## src/rtl/teclado_matricial_if.sv

```systemverilog
// Keypad-side signal bundle: enable, matrix lines and the digit buffer handshake.
// The slave modport is the keypad front-end; the master modport drives it.
interface teclado_matricial_if;
    logic        teclado_en;
    logic [3:0]  col;
    logic [3:0]  lin;
    logic [79:0] digitos_value;
    logic        digitos_valid;

    modport master (
        output teclado_en,
        output col,
        input  lin,
        input  digitos_value,
        input  digitos_valid
    );

    modport slave (
        input  teclado_en,
        input  col,
        output lin,
        output digitos_value,
        output digitos_valid
    );
endinterface

```

## src/rtl/teclado_matricial.sv

```systemverilog
// 4x4 matrix keypad scanner with debounce, feeding a 20-digit shift buffer.
// Buffer clears after '*' / '#', on inactivity timeout, and while disabled.
module teclado_matricial #(
    parameter int SETTLE_CYCLES   = 2,
    parameter int DEBOUNCE_CYCLES = 4,
    parameter int TIMEOUT_CYCLES  = 1000
) (
    input  logic                clk,
    input  logic                rst,
    teclado_matricial_if.slave  kbd
);
    localparam int SW = $clog2(SETTLE_CYCLES + 1);
    localparam int DW = $clog2(DEBOUNCE_CYCLES + 1);
    localparam int TW = $clog2(TIMEOUT_CYCLES + 1);
    localparam logic [79:0] EMPTY = {80{1'b1}};
    localparam logic [3:0]  NO_CODE = 4'hF;

    typedef enum logic [1:0] {SCAN, DEBOUNCE, EMIT, RELEASE} state_t;

    state_t        state_q, state_d;
    logic [1:0]    row_q, row_d;
    logic [SW-1:0] settle_q, settle_d;
    logic [DW-1:0] deb_q, deb_d;
    logic [TW-1:0] to_q, to_d;
    logic [3:0]    pat_q, pat_d;
    logic [3:0]    code_q, code_d;
    logic [3:0]    lin_q, lin_d;
    logic [79:0]   buf_q, buf_d;
    logic          valid_q, valid_d;
    logic          load;

    function automatic logic one_low(input logic [3:0] c);
        return (c == 4'b1110) || (c == 4'b1101) || (c == 4'b1011) || (c == 4'b0111);
    endfunction

    function automatic logic [1:0] low_index(input logic [3:0] c);
        case (c)
            4'b1110: return 2'd0;
            4'b1101: return 2'd1;
            4'b1011: return 2'd2;
            default: return 2'd3;
        endcase
    endfunction

    // Letter keys (column 3) map to NO_CODE so they are debounced but never emitted.
    function automatic logic [3:0] key_code(input logic [1:0] r, input logic [1:0] c);
        if (c == 2'd3) return NO_CODE;
        case (r)
            2'd0:    return 4'(c) + 4'd1;
            2'd1:    return 4'(c) + 4'd4;
            2'd2:    return 4'(c) + 4'd7;
            default: return (c == 2'd0) ? 4'hA : ((c == 2'd1) ? 4'h0 : 4'hB);
        endcase
    endfunction

    always_comb begin
        state_d  = state_q;
        row_d    = row_q;
        settle_d = settle_q;
        deb_d    = deb_q;
        to_d     = to_q;
        pat_d    = pat_q;
        code_d   = code_q;
        lin_d    = lin_q;
        buf_d    = buf_q;
        valid_d  = 1'b0;
        load     = 1'b0;

        if (!kbd.teclado_en) begin
            state_d  = SCAN;
            row_d    = 2'd0;
            settle_d = '0;
            deb_d    = '0;
            to_d     = '0;
            pat_d    = 4'hF;
            code_d   = NO_CODE;
            lin_d    = 4'hF;
            buf_d    = EMPTY;
        end else begin
            case (state_q)
                SCAN: begin
                    // Only count settle time once the row is actually being driven.
                    if (lin_q[row_q] == 1'b0) begin
                        if (settle_q == SW'(SETTLE_CYCLES - 1)) begin
                            settle_d = '0;
                            if (one_low(kbd.col)) begin
                                pat_d   = kbd.col;
                                code_d  = key_code(row_q, low_index(kbd.col));
                                deb_d   = '0;
                                state_d = DEBOUNCE;
                            end else begin
                                row_d = row_q + 2'd1;
                            end
                        end else begin
                            settle_d = settle_q + 1'b1;
                        end
                    end
                end
                DEBOUNCE: begin
                    if (kbd.col == pat_q) begin
                        if (deb_q == DW'(DEBOUNCE_CYCLES - 1)) begin
                            deb_d = '0;
                            if (code_q == NO_CODE) begin
                                state_d = RELEASE;
                            end else begin
                                state_d = EMIT;
                                load    = 1'b1;
                            end
                        end else begin
                            deb_d = deb_q + 1'b1;
                        end
                    end else begin
                        deb_d    = '0;
                        settle_d = '0;
                        row_d    = row_q + 2'd1;
                        state_d  = SCAN;
                    end
                end
                EMIT: begin
                    state_d = RELEASE;
                end
                default: begin
                    if (kbd.col == 4'hF) begin
                        if (deb_q == DW'(DEBOUNCE_CYCLES - 1)) begin
                            deb_d    = '0;
                            settle_d = '0;
                            row_d    = 2'd0;
                            state_d  = SCAN;
                        end else begin
                            deb_d = deb_q + 1'b1;
                        end
                    end else begin
                        deb_d = '0;
                    end
                end
            endcase

            lin_d = ~(4'b0001 << row_d);

            // A new key always beats a coincident timeout.
            if (load) begin
                buf_d   = {buf_q[75:0], code_q};
                valid_d = 1'b1;
                to_d    = '0;
            end else if (state_q == EMIT) begin
                to_d = '0;
                if (code_q == 4'hA || code_q == 4'hB) buf_d = EMPTY;
            end else if (buf_q == EMPTY) begin
                to_d = '0;
            end else if (to_q == TW'(TIMEOUT_CYCLES - 1)) begin
                buf_d = EMPTY;
                to_d  = '0;
            end else begin
                to_d = to_q + 1'b1;
            end
        end
    end

    always_ff @(posedge clk or posedge rst) begin
        if (rst) begin
            state_q  <= SCAN;
            row_q    <= 2'd0;
            settle_q <= '0;
            deb_q    <= '0;
            to_q     <= '0;
            pat_q    <= 4'hF;
            code_q   <= NO_CODE;
            lin_q    <= 4'hF;
            buf_q    <= EMPTY;
            valid_q  <= 1'b0;
        end else begin
            state_q  <= state_d;
            row_q    <= row_d;
            settle_q <= settle_d;
            deb_q    <= deb_d;
            to_q     <= to_d;
            pat_q    <= pat_d;
            code_q   <= code_d;
            lin_q    <= lin_d;
            buf_q    <= buf_d;
            valid_q  <= valid_d;
        end
    end

    assign kbd.lin           = lin_q;
    assign kbd.digitos_value = buf_q;
    assign kbd.digitos_valid = valid_q;
endmodule

```

## src/flat_wrapper.sv

```systemverilog
// flat-port wrapper written by rule: the top's interface ports become plain ports
module teclado_matricial_flat 
#(
    parameter int SETTLE_CYCLES   = 2,
    parameter int DEBOUNCE_CYCLES = 4,
    parameter int TIMEOUT_CYCLES  = 1000
)
  (clk, rst, kbd_teclado_en, kbd_col, kbd_lin, kbd_digitos_value, kbd_digitos_valid);
  teclado_matricial_if kbd_i ();
  input  logic clk;
  input  logic rst;
  input wire logic [$bits(kbd_i.teclado_en)-1:0] kbd_teclado_en;
  input wire logic [$bits(kbd_i.col)-1:0] kbd_col;
  output wire logic [$bits(kbd_i.lin)-1:0] kbd_lin;
  output wire logic [$bits(kbd_i.digitos_value)-1:0] kbd_digitos_value;
  output wire logic [$bits(kbd_i.digitos_valid)-1:0] kbd_digitos_valid;
  assign kbd_i.teclado_en = kbd_teclado_en;
  assign kbd_i.col = kbd_col;
  assign kbd_lin = kbd_i.lin;
  assign kbd_digitos_value = kbd_i.digitos_value;
  assign kbd_digitos_valid = kbd_i.digitos_valid;
  teclado_matricial #(.SETTLE_CYCLES(SETTLE_CYCLES), .DEBOUNCE_CYCLES(DEBOUNCE_CYCLES), .TIMEOUT_CYCLES(TIMEOUT_CYCLES)) u_core (.clk(clk), .rst(rst), .kbd(kbd_i));
endmodule
```

## config.mk

```make
export PLATFORM = sky130hd
export DESIGN_NAME = teclado_matricial_flat
export DESIGN_NICKNAME = d
export VERILOG_FILES = /design/src/rtl/teclado_matricial_if.sv /design/src/rtl/teclado_matricial.sv /design/src/flat_wrapper.sv
export SDC_FILE = /design/constraint.sdc
export NUM_CORES = 1
export LEC_CHECK = 0
export ABC_AREA = 0
export CAP_MARGIN = 20
export CORE_MARGIN = 2
export CORE_UTILIZATION = 60
export CTS_BUF_LIST = sky130_fd_sc_hd__clkbuf_2 sky130_fd_sc_hd__clkbuf_4 sky130_fd_sc_hd__clkbuf_8
export DETAILED_ROUTE_END_ITERATION = 8
export PLACE_DENSITY_LB_ADDON = 0.25
export SYNTH_ARGS = -nofsm -noshare
export SYNTH_HDL_FRONTEND = slang
export SYNTH_SLANG_ARGS = --single-unit
```

## constraint.sdc

```tcl
create_clock -name clk -period 9.4 [get_ports clk]
set_clock_uncertainty 0.2 [all_clocks]
set_input_delay 0.94 -clock clk [delete_from_list [all_inputs] [get_ports clk]]
set_output_delay 0.94 -clock clk [all_outputs]
set_load 0.02 [all_outputs]
```

# Yosys cells after proc, flatten, opt, wreduce, memory -nomap -nowiden
# Cells that the tools add are included.
# classes
n_addsub,7
n_lt_le_gt_ge,1
eq_ne,36
n_shift,1
n_mux,80
bitwise,1
reduce_logical,12
# ops
operator,n
80-bit 2-to-1 mux,6
80-bit == test (second input constant),1
4-bit 2-to-1 mux,15
10-bit 2-to-1 mux,5
2-bit 2-to-1 mux,25
4-bit == test (second input constant),7
2-bit case mux with 3 select lines,4
3-bit 2-to-1 mux,7
1-bit 2-to-1 mux,15
4-bit by 1-bit inequality test with 1-bit output (second input constant),3
4-bit case mux with 3 select lines,1
10-bit by 1-bit adder with 10-bit output (second input constant),1
10-bit == test (second input constant),1
5-bit by 1-bit inequality test with 1-bit output (second input constant),2
3-bit case mux with 3 select lines,1
2-bit by 3-bit adder with 4-bit output (second input constant),2
2-bit by 1-bit == test with 1-bit output (second input constant),4
4-bit AND reduction,2
2-bit == test (second input constant),3
2-bit zero test,3
2-bit by 1-bit inequality test with 1-bit output (second input constant),3
3-bit by 2-bit inequality test with 1-bit output (second input constant),2
3-bit inequality test (second input constant),2
6-bit AND reduction,1
other kinds (17),22
# word_totals
reg_bits,112
inputBits,7
out_inout_bits,85
elab_cells,148

# Longest topological paths before layout
# Gate-level depths: netlist of the first run.
# depth
word_depth,22
mapped_depth,9
mapped_depth_nobuf,8

# Worst setup path after synthesis of the first run
# Ideal clock, no wire load.
# synth_timing
path_type,input -> register
start,in kbd_col[0]
end,reg u_core.lin_q[1] (netlist: u_core.kbd.lin[1])
arrival_ps,2506
t_required_ps,9106
slack_ps,6600
cell_stages,7
cell_sequence,buf_4 -> xnor2_1 -> and4_4 -> buf_6 -> a2111oi_0 -> mux2_4 -> or4_1
# synth_between
elab_chain_len,12
# synth_lines
element,line,rtl
from (decl),flat_wrapper.sv:13,input wire logic [$bits(kbd_i.col)-1:0] kbd_col;
4-bit == test,teclado_matricial.sv:33,return (c == 4'b1110) || (c == 4'b1101) || (c == 4'b1011) || (c == 4'b0111);
1-bit logical OR (3 in a row),teclado_matricial.sv:33,
2-bit 2-to-1 mux,teclado_matricial.sv:86,if (one_low(kbd.col)) begin
2-bit 2-to-1 mux,teclado_matricial.sv:84,if (settle_q == SW'(SETTLE_CYCLES - 1)) begin
2-bit 2-to-1 mux,teclado_matricial.sv:83,if (lin_q[row_q] == 1'b0) begin
2-bit case mux with 3 select lines *,teclado_matricial.sv:80,case (state_q)
2-bit 2-to-1 mux *,teclado_matricial.sv:69,if (!kbd.teclado_en) begin
1-bit by 2-bit << shifter with 4-bit output *,teclado_matricial.sv:138,lin_d = ~(4'b0001 << row_d);
4-bit NOT *,teclado_matricial.sv:138,
4-bit 2-to-1 mux *,teclado_matricial.sv:69,
named net u_core.lin_d[1],teclado_matricial.sv:27,"logic [3:0] lin_q, lin_d;"
to (signal assigned),teclado_matricial.sv:179,lin_q <= lin_d;
to (decl),teclado_matricial.sv:27,
# The timed path passes the listed nets; every way through them passes the cells marked *. The select of a mux whose other input is x is not followed.
# A chain may end at the register's enable or synchronous reset.

# Final worst setup path of the first run
# layout_timing
start,in kbd_col[2]
end,reg u_core.buf_q[72] (netlist: u_core.kbd.digitos_value[72])
# layout_between
elab_chain_len,6
# layout_lines
element,line,rtl
4-bit == test *,teclado_matricial.sv:100,if (kbd.col == pat_q) begin
1-bit 2-to-1 mux *,teclado_matricial.sv:100,
1-bit 2-to-1 mux *,teclado_matricial.sv:80,
1-bit 2-to-1 mux *,teclado_matricial.sv:69,
"4-bit by 3-bit inequality test with 1-bit output (no line), or another cell as far along",-,
3-bit AND reduction (no line) or 80-bit 2-to-1 mux (tied branches),-,
to (signal assigned),teclado_matricial.sv:180,buf_q <= buf_d;
to (decl),teclado_matricial.sv:28,"logic [79:0] buf_q, buf_d;"
# Mark *: on every way between the ends. The rest lies on a longest branch, timed or not. The select of a mux whose other input is x is not followed.

==> results.yml, run 1 <==
yosys:
  syn_inst: 457
  synth_seq_cells: 112
  synth_edf_count: 0
  avgSynthCellArea_um2: 12.1
  synth_top_area_share_pct: 43.6
  synth_common_cells: "dfstp_2, o32a_1, nand4_1"
  synth_ff_type: "dfstp_2"
  syn_area_um2: 5540
  synth_area_leader_cell: "dfstp_2"
  syn_nets: 477
  synth_most_common_cell: "dfstp_2"
  synth_cell_types: 60
  synth_area_leaders: "dfstp_2, o32a_1, dfrtp_1"
  yosys_warnings: 0
  yosysSeqAreaShare_pct: 52.7
  async_flop_share_pct: 100
hold_path:
  hold_path_class: "reg2reg"
worst_setup_path:
  cp.required_ps: 9530
  path_class: "in2reg"
  path_cells: "clkdlybuf4s50_1, xnor2_1, and4_4, and2_4, o221a_2, buf_4, o32a_1"
  path_max_fanout: 43
  r2r-start: "u_core.to_q[0]"
  start_kind: "input port"
  critical-path-slowest-cell: "o221a_2"
  crit_arrival_ps: 3830
  reg2reg_slack_ps: 6110
  cpPeakStageDelay_ps: 710
  r2r-end: "u_core.kbd.digitos_value[72]"
  critPathCaptureType: "flip-flop"
  r2r_cells: 7
  endpoint: "u_core.kbd.digitos_value[72]"
  startpoint: "kbd_col[2]"
global_route:
  grt_usage_pct: 27.6
  grt_first_pass_wirelength_um: 21900
  grt_pass1_vias: 4192
  grt_max_degree: 91
  grt-ovfl-total: 0
  antenna_found_initial: 0
cts:
  clk_path_buf_depth: 2
  root_buffer: "clkbuf_8"
  numClockSinks: 112
  post_cts_buffers: 0
  ctsResizeCount: 0
  insertion_delay_ps: 380
  cts_tree: "yes"
  cts_made_buffers: 9
  clk_pin_slew_ps: 110
  htreeDepth: 3
  hold_buffers: 0
place:
  placedCellCount: 626
  routabilityCongestion: 0.873
  hpwl_um: 9180
  numPortBuffers: 91
timing:
  finalSetupViolations: 0
  rsz0062_at_grt: "false"
  maxSlewViolCount: 0
  worst_slew_pin_slew_ps: 798
  period_needed_ps: 3710
  fmaxAchievable_ghz: 0.270
  relSlewSlack_pct: 46.8
  final_hold_viol_count: 0
  fin_crit_sh_pct: 39.4
  fin_tns_setup_ps: 0
pwr:
  p_leak_nw: 2.62
  ir_drop_mv: 0.124
  cellPowerDensity_nw_per_um2: 146
cells_and_area:
  multi_input_area_um2: 2340
  final_cell_count_no_fill: 643
  fin_nets: 547
  register_area_um2: 2920
  area_growth_pct: 19.2
  antenna_cells: 0
  drive_gt1_share_pct: 24.1
  nFillCells: 647
  final_util_pct: 72.5
flow_run:
  maxCapViolCount: 0
drt:
  drt-initial-drc-count: 261
  routed_wl_um: 13500
  drc: 0
  drt_first_pass_iters: 5
  ant_nets: 0
  detail_route.wl_per_cell_um: 21.0
  via_count: 4543
  vias_per_cell: 7.07
die:
  start_util_pct: 60.8
  dieHeight_um: 100
  die_x_um: 100
  core_um2: 9110
  row_count: 35
  io_pins: 92
  die_area_um2: 10000
run_status:
  outcome: "complete, no violations"
kinds of logic after synthesis:
family,share of synthesized area (%)
AOI/OAI and AO/OA,22.0
and+or+nand+nor,12.7
DFF,52.7
buffers and inverters,5.31
xor gates and xnor gates,2.37
adders and majority gates,2.94
muxes,1.97
flip-flops by register name, summed over array words and instances (netlist names):
signal,count
u_core.kbd.digitos_value,80
u_core.row_q,2
u_core.to_q,10
u_core.kbd.lin,4
u_core.state_q,2
u_core.pat_q,4
u_core.code_q,4
u_core.kbd.digitos_valid,1
u_core.deb_q,3
u_core.settle_q,2
where the power goes:
group / leakage [nW] / internal, mW / switching, mW
clock network: 0.0996 / 0.107 / 0.174
logic: 1.28 / 0.0714 / 0.0970
registers: 1.24 / 0.502 / 0.0142
metrics by stage:
stage	worst slack (ps)	cell area [um2]	total power [mW]	hold slack [ps]
5_1_grt	5540	6600	1.01	306
3_5_place_dp	5330	6390	0.689	265
4_1_cts	5740	6580	0.967	279
2_1_floorplan	5450	5540	0.649	244
6_report	5690	6600	0.964	274
3_3_place_gp	5460	6390	0.683	258
routing by layer:
layer | share of wire (%) | GRT usage (%) | up-vias
met3 | 6.7 | 4.25 | 19
met1 | 43 | 40.5 | 2338
li1 | - | - | 1987
met2 | 49 | 42.1 | 199
met5 | 0 | 0 | -
met4 | 1.3 | 9.91 | 0
cell usage in the layout (no fill, tap or decap), drive strengths merged, types with 3 or more instances in the layout:
| cell type | n |
|---|---|
| dfstp | 92 |
| clkinv | 3 |
| a21boi | 3 |
| clkbuf | 10 |
| nand3 | 8 |
| clkdlybuf4s50 | 91 |
| a211oi | 3 |
| buf | 5 |
| nor4 | 9 |
| nand2 | 17 |
| o21ai | 8 |
| nor3 | 8 |
| dfrtp | 20 |
| nor2b | 3 |
| a211o | 3 |
| o32a | 80 |
| o211ai | 8 |
| ha | 13 |
| xor2 | 4 |
| nand4 | 40 |
| or4 | 6 |
| nor2 | 15 |
| xnor2 | 11 |
| mux2i | 6 |
| inv | 16 |
| a21oi | 9 |
| and3 | 4 |
worst min-delay path by stage:
| stage | startpoint | to | slack (ps) | depth (start not counted) |
|---|---|---|---|---|
| after global routing | u_core.to_q[0] | u_core.to_q[0] | 310 | 1 |
| final | u_core.to_q[0] | u_core.to_q[0] | 270 | 1 |
| after floorplan | u_core.to_q[0] | u_core.to_q[0] | 240 | 1 |
| after CTS | u_core.to_q[0] | u_core.to_q[0] | 280 | 1 |
| after global placement | u_core.to_q[0] | u_core.to_q[0] | 260 | 1 |
| after detailed placement | u_core.to_q[0] | u_core.to_q[0] | 260 | 1 |
area by class of cell:
type | count | share of cell area [%]
Multi-Input combinational cell | 295 | 35.4
Clock buffer | 10 | 1.99
Sequential cell | 112 | 44.2
Timing Repair Buffer | 96 | 14.6
Tap cell | 111 | 2.10
Inverter | 13 | 0.777
Clock inverter | 6 | 0.948
critical path: cells and delay by family:
| kind | cells | cell delay (ps) |
|---|---|---|
| AND/OR/NAND/NOR | 2 | 490 |
| AO/OA/AOI/OAI | 2 | 950 |
| XOR/XNOR | 1 | 330 |
| buffers and inverters | 2 | 1090 |
(Power assumes the default switching activity.)
==> run 2, diff against run 1 <==
--- a/config.mk
+++ b/config.mk
@@ -8,7 +8,7 @@
 export ABC_AREA = 0
 export CAP_MARGIN = 20
 export CORE_MARGIN = 2
-export CORE_UTILIZATION = 60
+export CORE_UTILIZATION = 55
 export CTS_BUF_LIST = sky130_fd_sc_hd__clkbuf_2 sky130_fd_sc_hd__clkbuf_4 sky130_fd_sc_hd__clkbuf_8
 export DETAILED_ROUTE_END_ITERATION = 8
 export PLACE_DENSITY_LB_ADDON = 0.25
==> constraint.sdc (replaced) <==
create_clock -name clk -period 3.7 [get_ports clk]
set_clock_uncertainty 0.2 [all_clocks]
set_input_delay 0.37 -clock clk [delete_from_list [all_inputs] [get_ports clk]]
set_output_delay 0.37 -clock clk [all_outputs]
set_load 0.02 [all_outputs]
==> run 2 against run 1 <==
Core utilization is 3.9 points lower. Wire length is 3.0% higher. Design area is 1.5% higher. Count of clock-buffer cells in the layout stayed put. Worst hold slack better by 16 ps. Largest cell class unchanged. Critical path depth is 2 lower. Sequential power grew to 2.5 times the previous value. Cell count is 4.0% higher. Sequential cell count stayed put.
==> results.yml, run 2 (same netlist as run 1, synthesis figures left out) <==
run_status:
  outcome: "complete, no violations"
timing:
  worst_slew_pin_slew_ps: 863
  rsz0062_at_grt: "false"
  maxSlewViolCount: 0
  final_hold_viol_count: 0
  fin_tns_setup_ps: 0
  fmaxAchievable_ghz: 0.367
  fin_crit_sh_pct: 73.6
  period_needed_ps: 2720
  finalSetupViolations: 0
  relSlewSlack_pct: 42.4
worst_setup_path:
  critical-path-slowest-cell: "mux4_2"
  crit_arrival_ps: 2830
  cp.required_ps: 3810
  critPathCaptureType: "flip-flop"
  path_cells: "mux4_2, nor3_4, nor2b_4, mux2_4, or4_1"
  path_class: "reg2reg"
  reg2reg_slack_ps: 980
  critical-path-top-delay-family: "simple AND/OR/NAND/NOR gates"
  r2r_cells: 5
  cp_num_cells: 5
  cpPeakStageDelay_ps: 630
  path_buf_inv: 0
  path_max_fanout: 7
  start_kind: "flip-flop"
cells_and_area:
  nFillCells: 761
  final_cell_mix: "dfstp_2, clkdlybuf4s50_1, o32a_1"
  area_growth_pct: 20.9
  largest_reg_flops: 80
  final_util_pct: 68.5
  multi_input_area_um2: 2340
  mostFrequentLayoutCell: "dfstp_2"
  drive_gt1_share_pct: 24.6
  fin_nets: 551
  antenna_cells: 0
  register_area_um2: 2920
  stdcell_area_um2: 6700
drt:
  routed_wl_um: 13900
  drc: 0
  via_count: 4531
  detail_route.wl_per_cell_um: 20.8
  ant_nets: 0
  drt-initial-drc-count: 360
  vias_per_cell: 6.77
  drt_first_pass_iters: 5
global_route:
  grtUsageMet1_pct: 37.0
  grt_use_met2_pct: 39.9
  grt.met3_usage_pct: 5.83
  grt_usage_pct: 26.1
  grt_max_degree: 81
  antenna_found_initial: 0
  grt_first_pass_wirelength_um: 22900
  grt-ovfl-total: 0
  grt_pass1_vias: 4285
  busiest_layer: "met2"
pwr:
  switching_share_pct: 30.0
  share_seq_of_total_power_pct: 52.5
  cellPowerDensity_nw_per_um2: 372
  internal_power_mw: 1.75
  p_sw_mw: 0.747
  p_leak_nw: 2.65
  p_clk_share_pct: 30.0
  p_comb_share_pct: 17.5
  ir_drop_mv: 0.202
die:
  row_count: 36
  start_util_pct: 56.7
  die_area_um2: 10900
  io_pins: 92
  core_um2: 9770
  dieHeight_um: 104
  die_x_um: 104
cts:
  hold_buffers: 0
  root_buffer: "clkbuf_8"
  clk_pin_slew_ps: 110
  cts_made_buffers: 9
  numClockSinks: 112
  ctsResizeCount: 0
  htreeDepth: 3
  post_cts_buffers: 0
  cts_tree: "yes"
  insertion_delay_ps: 390
  clk_path_buf_depth: 2
place:
  place_area_um2: 6490
  routabilityCongestion: 0.857
  hpwl_um: 9430
  numPortBuffers: 91
flow_run:
  maxCapViolCount: 0
hold_path:
  hold_path_class: "in2async"
run 2: worst paths after layout:
check	from	end
setup reg to reg	u_core.row_q[0]	u_core.kbd.lin[1]
hold / removal	rst	u_core.to_q[4]
hold reg to reg	u_core.to_q[0]	u_core.to_q[0]
min in group clk	u_core.to_q[0]	u_core.to_q[0]
max in group asynchronous	rst	u_core.kbd.digitos_value[50]
setup / recovery	u_core.row_q[0]	u_core.kbd.lin[1]
run 2: power groups by stage:
stage	registers [mW]	clock network, mW	logic (mW)
global placement	1.32	0	0.419
global route	1.31	0.812	0.482
CTS	1.31	0.770	0.436
detailed placement	1.33	0	0.434
floorplan	1.33	0	0.314
finish	1.31	0.748	0.437
run 2: cell type report:
| cell class | count | share of cell area, % |
|---|---|---|
| Sequential cell | 112 | 43.6 |
| Multi-Input combinational cell | 295 | 34.9 |
| Timing Repair Buffer | 100 | 15.2 |
| Tap cell | 133 | 2.49 |
| Clock buffer | 10 | 2.06 |
| Clock inverter | 6 | 1.05 |
| Inverter | 13 | 0.766 |
run 2: stage by stage:
stage	setup slack (ps)	std cells	hold slack, ps	total power [mW]
6_report	977	669	290	2.49
3_5_place_dp	770	653	283	1.76
4_1_cts	989	669	298	2.51
2_1_floorplan	323	457	244	1.65
3_3_place_gp	863	653	257	1.74
5_1_grt	899	669	332	2.61
run 2: layer usage:
layer	wire length (um)	vias up	part of all wire, %
met3	915	26	6.6
met4	234	0	1.7
li1	-	1993	-
met2	6590	167	47
met1	6140	2345	44
met5	0	-	0
==> run 3, diff against run 2 <==
==> constraint.sdc (replaced) <==
create_clock -name clk -period 2.6 [get_ports clk]
set_clock_uncertainty 0.2 [all_clocks]
set_input_delay 0.26 -clock clk [delete_from_list [all_inputs] [get_ports clk]]
set_output_delay 0.26 -clock clk [all_outputs]
set_load 0.02 [all_outputs]
==> run 3 against run 2 <==
Sequential share of layout area down 1.7 points. Worst hold slack worse by 110 ps. Global-route usage up 0.18 points. Sequential power up 40%. Register-to-register slack worse by 900 ps. Clock power up 42%. Wire length up 2.6%. Non-clock buffer count up 28. Worst setup slack worse by 900 ps. Critical path type unchanged.
==> results.yml, run 3 (same netlist as run 1, synthesis figures left out) <==
run_status:
  outcome: "complete, no violations"
timing:
  fin_crit_sh_pct: 97.1
  fin_ws_ps: 74.9
  period_needed_ps: 2530
  finalSetupViolations: 0
  worst_slew_pin_slew_ps: 586
  relSlewSlack_pct: 59.9
  fin_tns_setup_ps: 0
  fmaxAchievable_ghz: 0.396
  final_hold_viol_count: 0
  maxSlewViolCount: 0
  rsz0062_at_grt: "false"
  timing.hold.ws_ps: 184
place:
  numPortBuffers: 91
  routabilityCongestion: 0.884
  pre_cts_slack_ps: -138
  hpwl_um: 9880
  placedCellCount: 681
  place_area_um2: 6750
die:
  die_x_um: 104
  start_util_pct: 56.7
  row_count: 36
  die_area_um2: 10900
  io_pins: 92
  core_um2: 9770
  dieHeight_um: 104
cells_and_area:
  drive_gt1_share_pct: 28.7
  final_cell_mix: "dfstp_2, clkdlybuf4s50_1, o32a_1"
  largest_reg_flops: 80
  final_cell_count_no_fill: 697
  antenna_cells: 0
  area_growth_pct: 25.7
  fin_nets: 579
  mostFrequentLayoutCell: "dfstp_2"
  stdcell_area_um2: 6960
global_route:
  antenna_found_initial: 0
  grt-ovfl-total: 0
  grt_max_degree: 113
  grt_first_pass_wirelength_um: 23400
  grt_pass1_vias: 4470
  grt_usage_pct: 26.2
drt:
  met1_length_um: 6180
  routed-wl-met2_um: 6820
  vias_per_cell: 6.63
  highest_layer: "met4"
  drc: 0
  wl_met3_um: 1040
  drt_first_pass_iters: 5
  detail_route.wl_per_cell_um: 20.4
  drt-initial-drc-count: 413
  ant_nets: 0
  via_count: 4624
  routed_wl_um: 14200
worst_setup_path:
  start_kind: "flip-flop"
  r2r-end: "u_core.kbd.digitos_value[45]"
  critPathCaptureType: "flip-flop"
  path_class: "reg2reg"
  r2r_cells: 7
  crit_arrival_ps: 2630
  r2r-start: "u_core.kbd.digitos_value[51]"
  cp.required_ps: 2700
  reg2reg_slack_ps: 70
  path_max_fanout: 41
cts:
  post_cts_buffers: 0
  insertion_delay_ps: 380
  clk_path_buf_depth: 2
  numClockSinks: 112
  cts_made_buffers: 9
  hold_buffers: 0
  ctsResizeCount: 0
  clk_pin_slew_ps: 120
  htreeDepth: 3
  root_buffer: "clkbuf_8"
  cts_tree: "yes"
pwr:
  ir_drop_mv: 0.437
  p_comb_share_pct: 20.1
  p_clk_share_pct: 29.1
  share_seq_of_total_power_pct: 50.8
  cellPowerDensity_nw_per_um2: 522
  p_leak_nw: 2.80
  internal_power_mw: 2.55
  p_sw_mw: 1.08
  switching_share_pct: 29.7
flow_run:
  maxCapViolCount: 0
hold_path:
  hold_path_class: "in2async"
-- run 3: how the worst max path moves through the flow --
stage	startpoint	end	slack [ps]	cells after the start
after floorplan	u_core.row_q[0]	u_core.kbd.lin[1]	100	5
after CTS	u_core.kbd.digitos_value[51]	u_core.kbd.digitos_value[45]	20	7
after global routing	u_core.kbd.digitos_value[51]	u_core.kbd.digitos_value[21]	8	7
final	u_core.kbd.digitos_value[51]	u_core.kbd.digitos_value[45]	70	7
after detailed placement	kbd_col[2]	u_core.kbd.lin[2]	-140	6
after global placement	kbd_col[2]	u_core.code_q[1]	-60	8
-- run 3: layer usage --
metal  global-route usage [%]  vias to the layer above
li1                         -                     2058
met1                     37.1                     2357
met2                     41.3                      191
met3                     5.51                       18
met4                     6.85                        0
met5                        0                        -
-- run 3: power by group through the flow --
stage / Clock (mW) / Sequential, mW / Combinational (mW)
floorplan: 0 / 1.90 / 0.447
global placement: 0 / 1.87 / 0.698
detailed placement: 0 / 1.87 / 0.719
CTS: 1.07 / 1.84 / 0.725
global route: 1.13 / 1.85 / 0.800
finish: 1.06 / 1.84 / 0.731
-- run 3: critical path, stage by stage, from the launching register on --
cell and delay [ps]:
dfstp_2 590, nand4_1 130, nor4_2 370, buf_4 170, nand4_1 110, o221a_2 310
buf_12 190, o32a_1 360
-- run 3: per-stage QoR --
step / utilization, % / total power [mW]
final: 71.2 / 3.63
after global routing: 71.2 / 3.79
after CTS: 71.1 / 3.64
after detailed placement: 69.1 / 2.59
after global placement: 69.1 / 2.57
after floorplan: - / 2.35
-- run 3: cell type report --
cell class,instances,area [um2]
inverter,13,52.6
clock buffer,10,138
multi-input combinational,295,2350
tap,133,166
fill,684,2810
clock inverter,6,65.1
timing repair buffer,128,1280
sequential,112,2920
